### src/rtl/bcd_ascii_serializer.sv
// Serializes a latched frame of 4-bit digits into ASCII bytes for a TX FIFO.
// Supports optional leading-zero suppression, hex letters and a CR/LF trailer.
module bcd_ascii_serializer #(
  parameter int         NUM_DIGITS   = 4,
  parameter int         HEX_MODE     = 0,
  parameter logic [7:0] INVALID_CHAR = 8'h30,
  parameter int         LZ_SUPPRESS  = 1,
  parameter int         APPEND_CRLF  = 1
) (
  input  logic                    iClk,
  input  logic                    iRst,
  input  logic                    iStart,
  input  logic [4*NUM_DIGITS-1:0] iBcd,
  input  logic                    iTxFull,
  output logic                    oWrEn,
  output logic [7:0]              oData,
  output logic                    oBusy,
  output logic                    oDone
);

  localparam int IDX_W = (NUM_DIGITS > 1) ? $clog2(NUM_DIGITS) : 1;

  typedef enum logic [2:0] {
    S_IDLE,
    S_DIG,
    S_CR,
    S_LF,
    S_DONE
  } state_t;

  state_t                  state_q, state_d;
  logic [4*NUM_DIGITS-1:0] frame_q, frame_d;
  logic [IDX_W-1:0]        idx_q, idx_d;
  logic                    lz_q, lz_d;

  logic [3:0]              cur_nib;
  logic                    skip_digit;

  function automatic logic [7:0] encode(input logic [3:0] nib);
    if (nib <= 4'd9) begin
      return {4'h3, nib};
    end else if (HEX_MODE != 0) begin
      return 8'h37 + {4'h0, nib};
    end else begin
      return INVALID_CHAR;
    end
  endfunction

  assign cur_nib    = frame_q[{idx_q, 2'b00} +: 4];
  // The least significant digit is never skipped, so an all-zero frame still prints "0".
  assign skip_digit = lz_q && (cur_nib == 4'd0) && (idx_q != '0);
  assign oBusy      = (state_q != S_IDLE);

  always_comb begin
    state_d = state_q;
    frame_d = frame_q;
    idx_d   = idx_q;
    lz_d    = lz_q;
    oWrEn   = 1'b0;
    oData   = 8'h00;
    oDone   = 1'b0;

    unique case (state_q)
      S_IDLE: begin
        if (iStart) begin
          frame_d = iBcd;
          idx_d   = IDX_W'(NUM_DIGITS - 1);
          lz_d    = (LZ_SUPPRESS != 0);
          state_d = S_DIG;
        end
      end

      S_DIG: begin
        if (skip_digit) begin
          idx_d = idx_q - IDX_W'(1);
        end else begin
          lz_d  = 1'b0;
          oData = encode(cur_nib);
          oWrEn = !iTxFull;
          if (!iTxFull) begin
            if (idx_q == '0) begin
              state_d = (APPEND_CRLF != 0) ? S_CR : S_DONE;
            end else begin
              idx_d = idx_q - IDX_W'(1);
            end
          end
        end
      end

      S_CR: begin
        oData = 8'h0D;
        oWrEn = !iTxFull;
        if (!iTxFull) begin
          state_d = S_LF;
        end
      end

      S_LF: begin
        oData = 8'h0A;
        oWrEn = !iTxFull;
        if (!iTxFull) begin
          state_d = S_DONE;
        end
      end

      S_DONE: begin
        oDone   = 1'b1;
        state_d = S_IDLE;
      end

      default: begin
        state_d = S_IDLE;
      end
    endcase
  end

  always_ff @(posedge iClk or posedge iRst) begin
    if (iRst) begin
      state_q <= S_IDLE;
      frame_q <= '0;
      idx_q   <= '0;
      lz_q    <= 1'b0;
    end else begin
      state_q <= state_d;
      frame_q <= frame_d;
      idx_q   <= idx_d;
      lz_q    <= lz_d;
    end
  end

endmodule

### config.mk
export PLATFORM = sky130hd
export DESIGN_NAME = bcd_ascii_serializer
export DESIGN_NICKNAME = d
export VERILOG_FILES = /design/src/rtl/bcd_ascii_serializer.sv
export SDC_FILE = /design/constraint.sdc
export NUM_CORES = 1
export LEC_CHECK = 0
export CAP_MARGIN = 20
export CORE_UTILIZATION = 45
export CTS_CLUSTER_SIZE = 10
export DETAILED_ROUTE_END_ITERATION = 16
export MAX_ROUTING_LAYER = met4
export PLACE_DENSITY = 0.74
export SLEW_MARGIN = 20
export SYNTH_ARGS = -nofsm -noshare
export SYNTH_HDL_FRONTEND = slang
export SYNTH_SLANG_ARGS = --single-unit
### constraint.sdc
create_clock -name iClk -period 2.65 [get_ports iClk]
set_input_delay 0.53 -clock iClk [delete_from_list [all_inputs] [get_ports iClk]]
set_output_delay 0.53 -clock iClk [all_outputs]
set_load 0.01 [all_outputs]
Yosys cells after proc, flatten, opt, wreduce, memory -nomap -nowiden. Index checks and enable logic that the tools add are counted.

Bits in registers: 22. Latch bits: 0. Memory bits (writable): 0. Memory bits (read-only): 0. Input port bits: 20. Logic and storage cells: 54. Memories: 0.

Add/sub/neg operators: 1. Multiply operators: 0. Divide/modulo/power cells: 0. Order comparisons: 1. Eq/ne operators: 12. Shift operators: 1. Mux-type cells: 21. Bitwise operators: 0. Reductions and logical operators: 14.

Operators with widths (count): 2-to-1 mux 3 bit (6); case mux 6 bit (3 select lines) (1); indexed part select 16 x 5 -> 4 bit (1); inequality test 2 bit, second input constant (6); case mux 3 bit (4 select lines) (1); 2-to-1 mux 2 bit (4); equality test 3 x 2 -> 1 bit, second input constant (2); 2-to-1 mux 6 bit (1); inequality test 3 bit, second input constant (2); AND reduction 6 bit (1); less-or-equal comparator 4 bit, second input constant (1); zero test 4 bit (1); 2-to-1 mux 1 bit (4); 2-to-1 mux 4 bit (1); case mux 1 bit (2 select lines) (2); case mux 2 bit (2 select lines) (1); AND reduction 4 bit (1); nonzero test 2 bit (2); equality test 3 x 1 -> 1 bit, second input constant (1); equality test 3 bit, second input constant (1); zero test 3 bit (1); AND reduction 3 bit (1); nonzero test 3 bit (1); logical AND 1 bit (2); other kinds (5) (5).

Logic depth before layout (Yosys ltp).
Depth in word-level cells: 6. Mapped depth: 8. Mapped depth without buffers: 7.

Worst setup path after synthesis. Ideal clock, no wire load.

Path kind: register -> output. Start point: reg idx_q[0]. End point: out oData[5]. Arrival: 1.746 ns. Data required time: 2.120 ns. Setup slack: 0.374 ns. Cell stages (with the launch flop): 7. Path through: dfrtp_1 buf_6 mux4_2 or2_4 a211oi_4 nor2_1 buf_4.

Cells in the longest elaborated chain, start to end: 6. Elaborated cells on any way between the ends: 7. Those cells by class: shift (1); mux (2); reduce/logical (4).

RTL lines: start: declaration (line 33) `logic [IDX_W-1:0] idx_q, idx_d;`; start signal: assignment (line 126) `idx_q <= idx_d;`; indexed part select 16 x 5 -> 4 bit (line 49) `assign cur_nib = frame_q[{idx_q, 2'b00} +: 4];`; zero test 4 bit (line 51) `assign skip_digit = lz_q && (cur_nib == 4'd0) && (idx_q != '0);`; logical AND 1 bit (line 51); logical AND 1 bit * (line 51); 2-to-1 mux 6 bit * (line 74) `if (skip_digit) begin`; case mux 6 bit (3 select lines) * (line 63) `unique case (state_q)`; end: declaration (line 16) `output logic [7:0] oData,`.

Every way passes the cells marked *; elsewhere a longest branch is shown, timed or not.

Worst setup path in the final report.
Start point: reg idx_q[0]. End point: out oWrEn.

Cells in the longest elaborated chain, start to end: 6. Elaborated cells on any way between the ends: 7. Those cells by class: shift (1); mux (2); reduce/logical (4).

RTL lines: indexed part select 16 x 5 -> 4 bit (line 49); zero test 4 bit (line 51); logical AND 1 bit (line 51); logical AND 1 bit * (line 51); 2-to-1 mux 1 bit * (line 74); case mux 1 bit (2 select lines) * (line 63); end: declaration (line 15) `output logic oWrEn,`.

Marked as above.

==> run_results.csv <==
group,metric,value,unit
final_layout,n_antenna_cell,0,
critical_path,required,2120,ps
grt,grt_max_degree,23,
grt,gr-total-overflow,0,
timing,drv_slew,0,
critical_path,endpoint_kind,"output port",
place,post-dp-hpwl,1.71,mm
timing,finalSetupTns,-56.4,ps
clock_tree,path_clk_slew,120,ps
clock_tree,cts_buffer_depth,2,
clock_tree,insertion_delay,310,ps
timing,whs,518,ps
worst_hold_path,min_path_cells,1,
clock_tree,cts_sinks,22,
synth,synthesis.area,1240,µm²
final_layout,final_common_cell,"clkdlybuf4s50_1",
critical_path,crit_arrival,2180,ps
floorplan,die_area,2960,µm²
final_layout,drive_gt1_share,33.6,%
worst_hold_path,hold_path.class,"flip-flop to flip-flop",
timing,finalClockSkew,8.81,ps
synth,synth_warnings,0,
timing,fmax,369,MHz
synth,yosysUniqueCellTypes,35,
job,max-cap-violations,0,
synth,synth_ff_type,"dfrtp_1",
power_and_ir_drop,peakVddDrop,0.580,mV
final_layout,areaGrowthSynthToFinish,25.2,%
final_layout,fin_util,60.9,%
critical_path,reg2reg_depth,7,
power_and_ir_drop,p_per_area,1130,nW/µm²
grt,grt_pass1_vias,878,
final_layout,postLayoutCellArea,1550,µm²
floorplan,io_pins,31,
critical_path,cp-startpoint,"idx_q[0]",
timing,tightest_slew,836,ps
critical_path,path_class,"flip-flop to output port",
routing,drt_iter0_markers,17,
synth,synth_edf_count,0,
routing,wirelength,2.25,mm
synth,post_synth.cell_area_avg,11.6,µm²
timing,slew_headroom,44.2,%
place,placed_area,1510,µm²
synth,synth-async-reset-ratio,100,%
status,outcome,"finished with violations",
grt,antenna_found_initial,0,
synth,ys_seq_area_share,44.5,%
place,io_buffers,28,
critical_path,critical_path_buf_inv_count,2,
critical_path,cp-start-kind,"flip-flop",
final_layout,stdcell_count,167,
clock_tree,cts_htree_levels,1,
critical_path,path_depth,7,
floorplan,initial_core_util,48.6,%
clock_tree,clock-root-buffer,"clkbuf_4",
routing,ant_nets,0,
timing,period_minus_slack,2710,ps
timing,hold_viol_final,0,
critical_path,crit_slowest_cell,"mux4_2",
synth,synth-seq-cells,22,
routing,vias_per_cell,5.40,
place,dp.cells,161,
timing,finalCritPeriodShare,102,%
power_and_ir_drop,pwr-share-clk,10.6,%
floorplan,die_w,54.4,µm
clock_tree,cts_tree,"done",
status,violations,"negative setup slack",
power_and_ir_drop,sw_frac_of_total,37.5,%
floorplan,row_count,18,
timing,rsz0062_at_grt,"yes",
critical_path,cp_top_family,"multiplexers",
routing,drc,0,
power_and_ir_drop,seq_power_share,36.0,%
place,place.gp.congestion,0.775,
synth,syn_inst,107,
routing,first_pass_iters,4,
grt,grt_util_all_layers,20.0,%
critical_path,path_max_fanout,3,
critical_path,slowest_delay,520,ps
power_and_ir_drop,p_int,1.10,mW
grt,grt_pass1_wl,3.99,mm
floorplan,coreArea,2540,µm²
power_and_ir_drop,combPwrFrac,53.4,%
power_and_ir_drop,p_leak,0.681,nW
routing,vias,902,
floorplan,die_h,54.4,µm
critical_path,path_cells,"mux4_2 -> or2_4 -> a211oi_4 -> buf_4 -> nor2b_1 -> o21a_1 -> buf_2",
routing,wl_per_cell,13.5,µm
final_layout,final_cell_mix,"clkdlybuf4s50_1, dfrtp_1, mux2_2",
clock_tree,cts_inserted_buffers,3,
power_and_ir_drop,p_sw,0.658,mW
worst_hold_path,holdCritStartpoint,"frame_q[5]",
timing,timing.final.ws_setup,-56.4,ps
timing,setup_viol,1,
final_layout,nets,160,
critical_path,r2r_start,"idx_q[0]",
## area by class of cell
class | instances | area, µm²
Tap cell | 30 | 37.5
Fill cell | 211 | 996
Sequential cell | 22 | 553
Multi-Input combinational cell | 67 | 571
Clock buffer | 4 | 36.3
Timing Repair Buffer | 35 | 318
Inverter | 9 | 33.8
## synth_stat cells (2+ instances only)
cell type,n,share of area (%)
a21oi_1,5,2.0
buf_4,4,2.4
clkbuf_1,4,1.2
dfrtp_1,22,44
ha_1,2,2.0
inv_1,9,2.7
mux2_2,16,15
mux2i_1,4,3.2
mux4_2,2,3.6
nand2_1,2,0.61
nand4_1,2,1.0
nor2_1,10,3.0
nor2b_1,2,1.0
nor3_1,2,0.81
## repair_timing
item,4_1_cts,5_1_grt
pin swaps,4,4
resized for setup,28,6
setup buffers,4,0
hold buffers,0,0
endpoints found under the setup margin,7,7
## registers in the layout, summed over array words and instances, names as in the netlist
register  count
frame_q      16
state_q       3
idx_q         2
lz_q          1
## final timing paths
check	endpoint	slack [ps]
max	oWrEn	-60
min	frame_q[5]	520
max reg2reg	idx_q[0]	680
min reg2reg	frame_q[5]	520
max in group asynchronous	idx_q[0]	1410
min in group asynchronous	frame_q[7]	670
## layer usage
| metal | GRT usage [%] | share of wire (%) | wire [µm] | up-vias |
|---|---|---|---|---|
| met1 | 24.7 | 46 | 1040 | 441 |
| met3 | 3.61 | 5.4 | 122 | 4 |
| met5 | - | 0 | 0 | - |
| met2 | 32.5 | 47 | 1070 | 30 |
| li1 | - | - | - | 427 |
| met4 | 7.26 | 1.2 | 28 | 0 |
## per-stage QoR
step | worst slack, ps | power, mW
after floorplan | 374 | 1.33
after CTS | -123 | 1.77
after global routing | -150 | 1.91
after global placement | -24.3 | 1.58
after detailed placement | -68.6 | 1.61
final | -56.4 | 1.76
## cell families (layout without fill, tap and decap cells)
group	Yosys count	in the layout	share of synthesized area [%]
other	1	2	0.303
adders and majority gates	2	2	2.02
AOI/OAI and AO/OA	15	15	9.00
muxes	23	23	23.6
DFF	22	22	44.5
buffers and inverters	19	48	9.91
and+or+nand+nor	25	25	10.7
## power groups by stage
stage | combinational, mW | sequential (mW) | clock (mW)
2_1_floorplan | 0.773 | 0.556 | 0
3_3_place_gp | 0.946 | 0.633 | 0
3_5_place_dp | 0.975 | 0.639 | 0
4_1_cts | 0.949 | 0.632 | 0.193
5_1_grt | 1.04 | 0.662 | 0.206
6_report | 0.937 | 0.633 | 0.187
No activity file was read; power rests on OpenSTA's default activity.
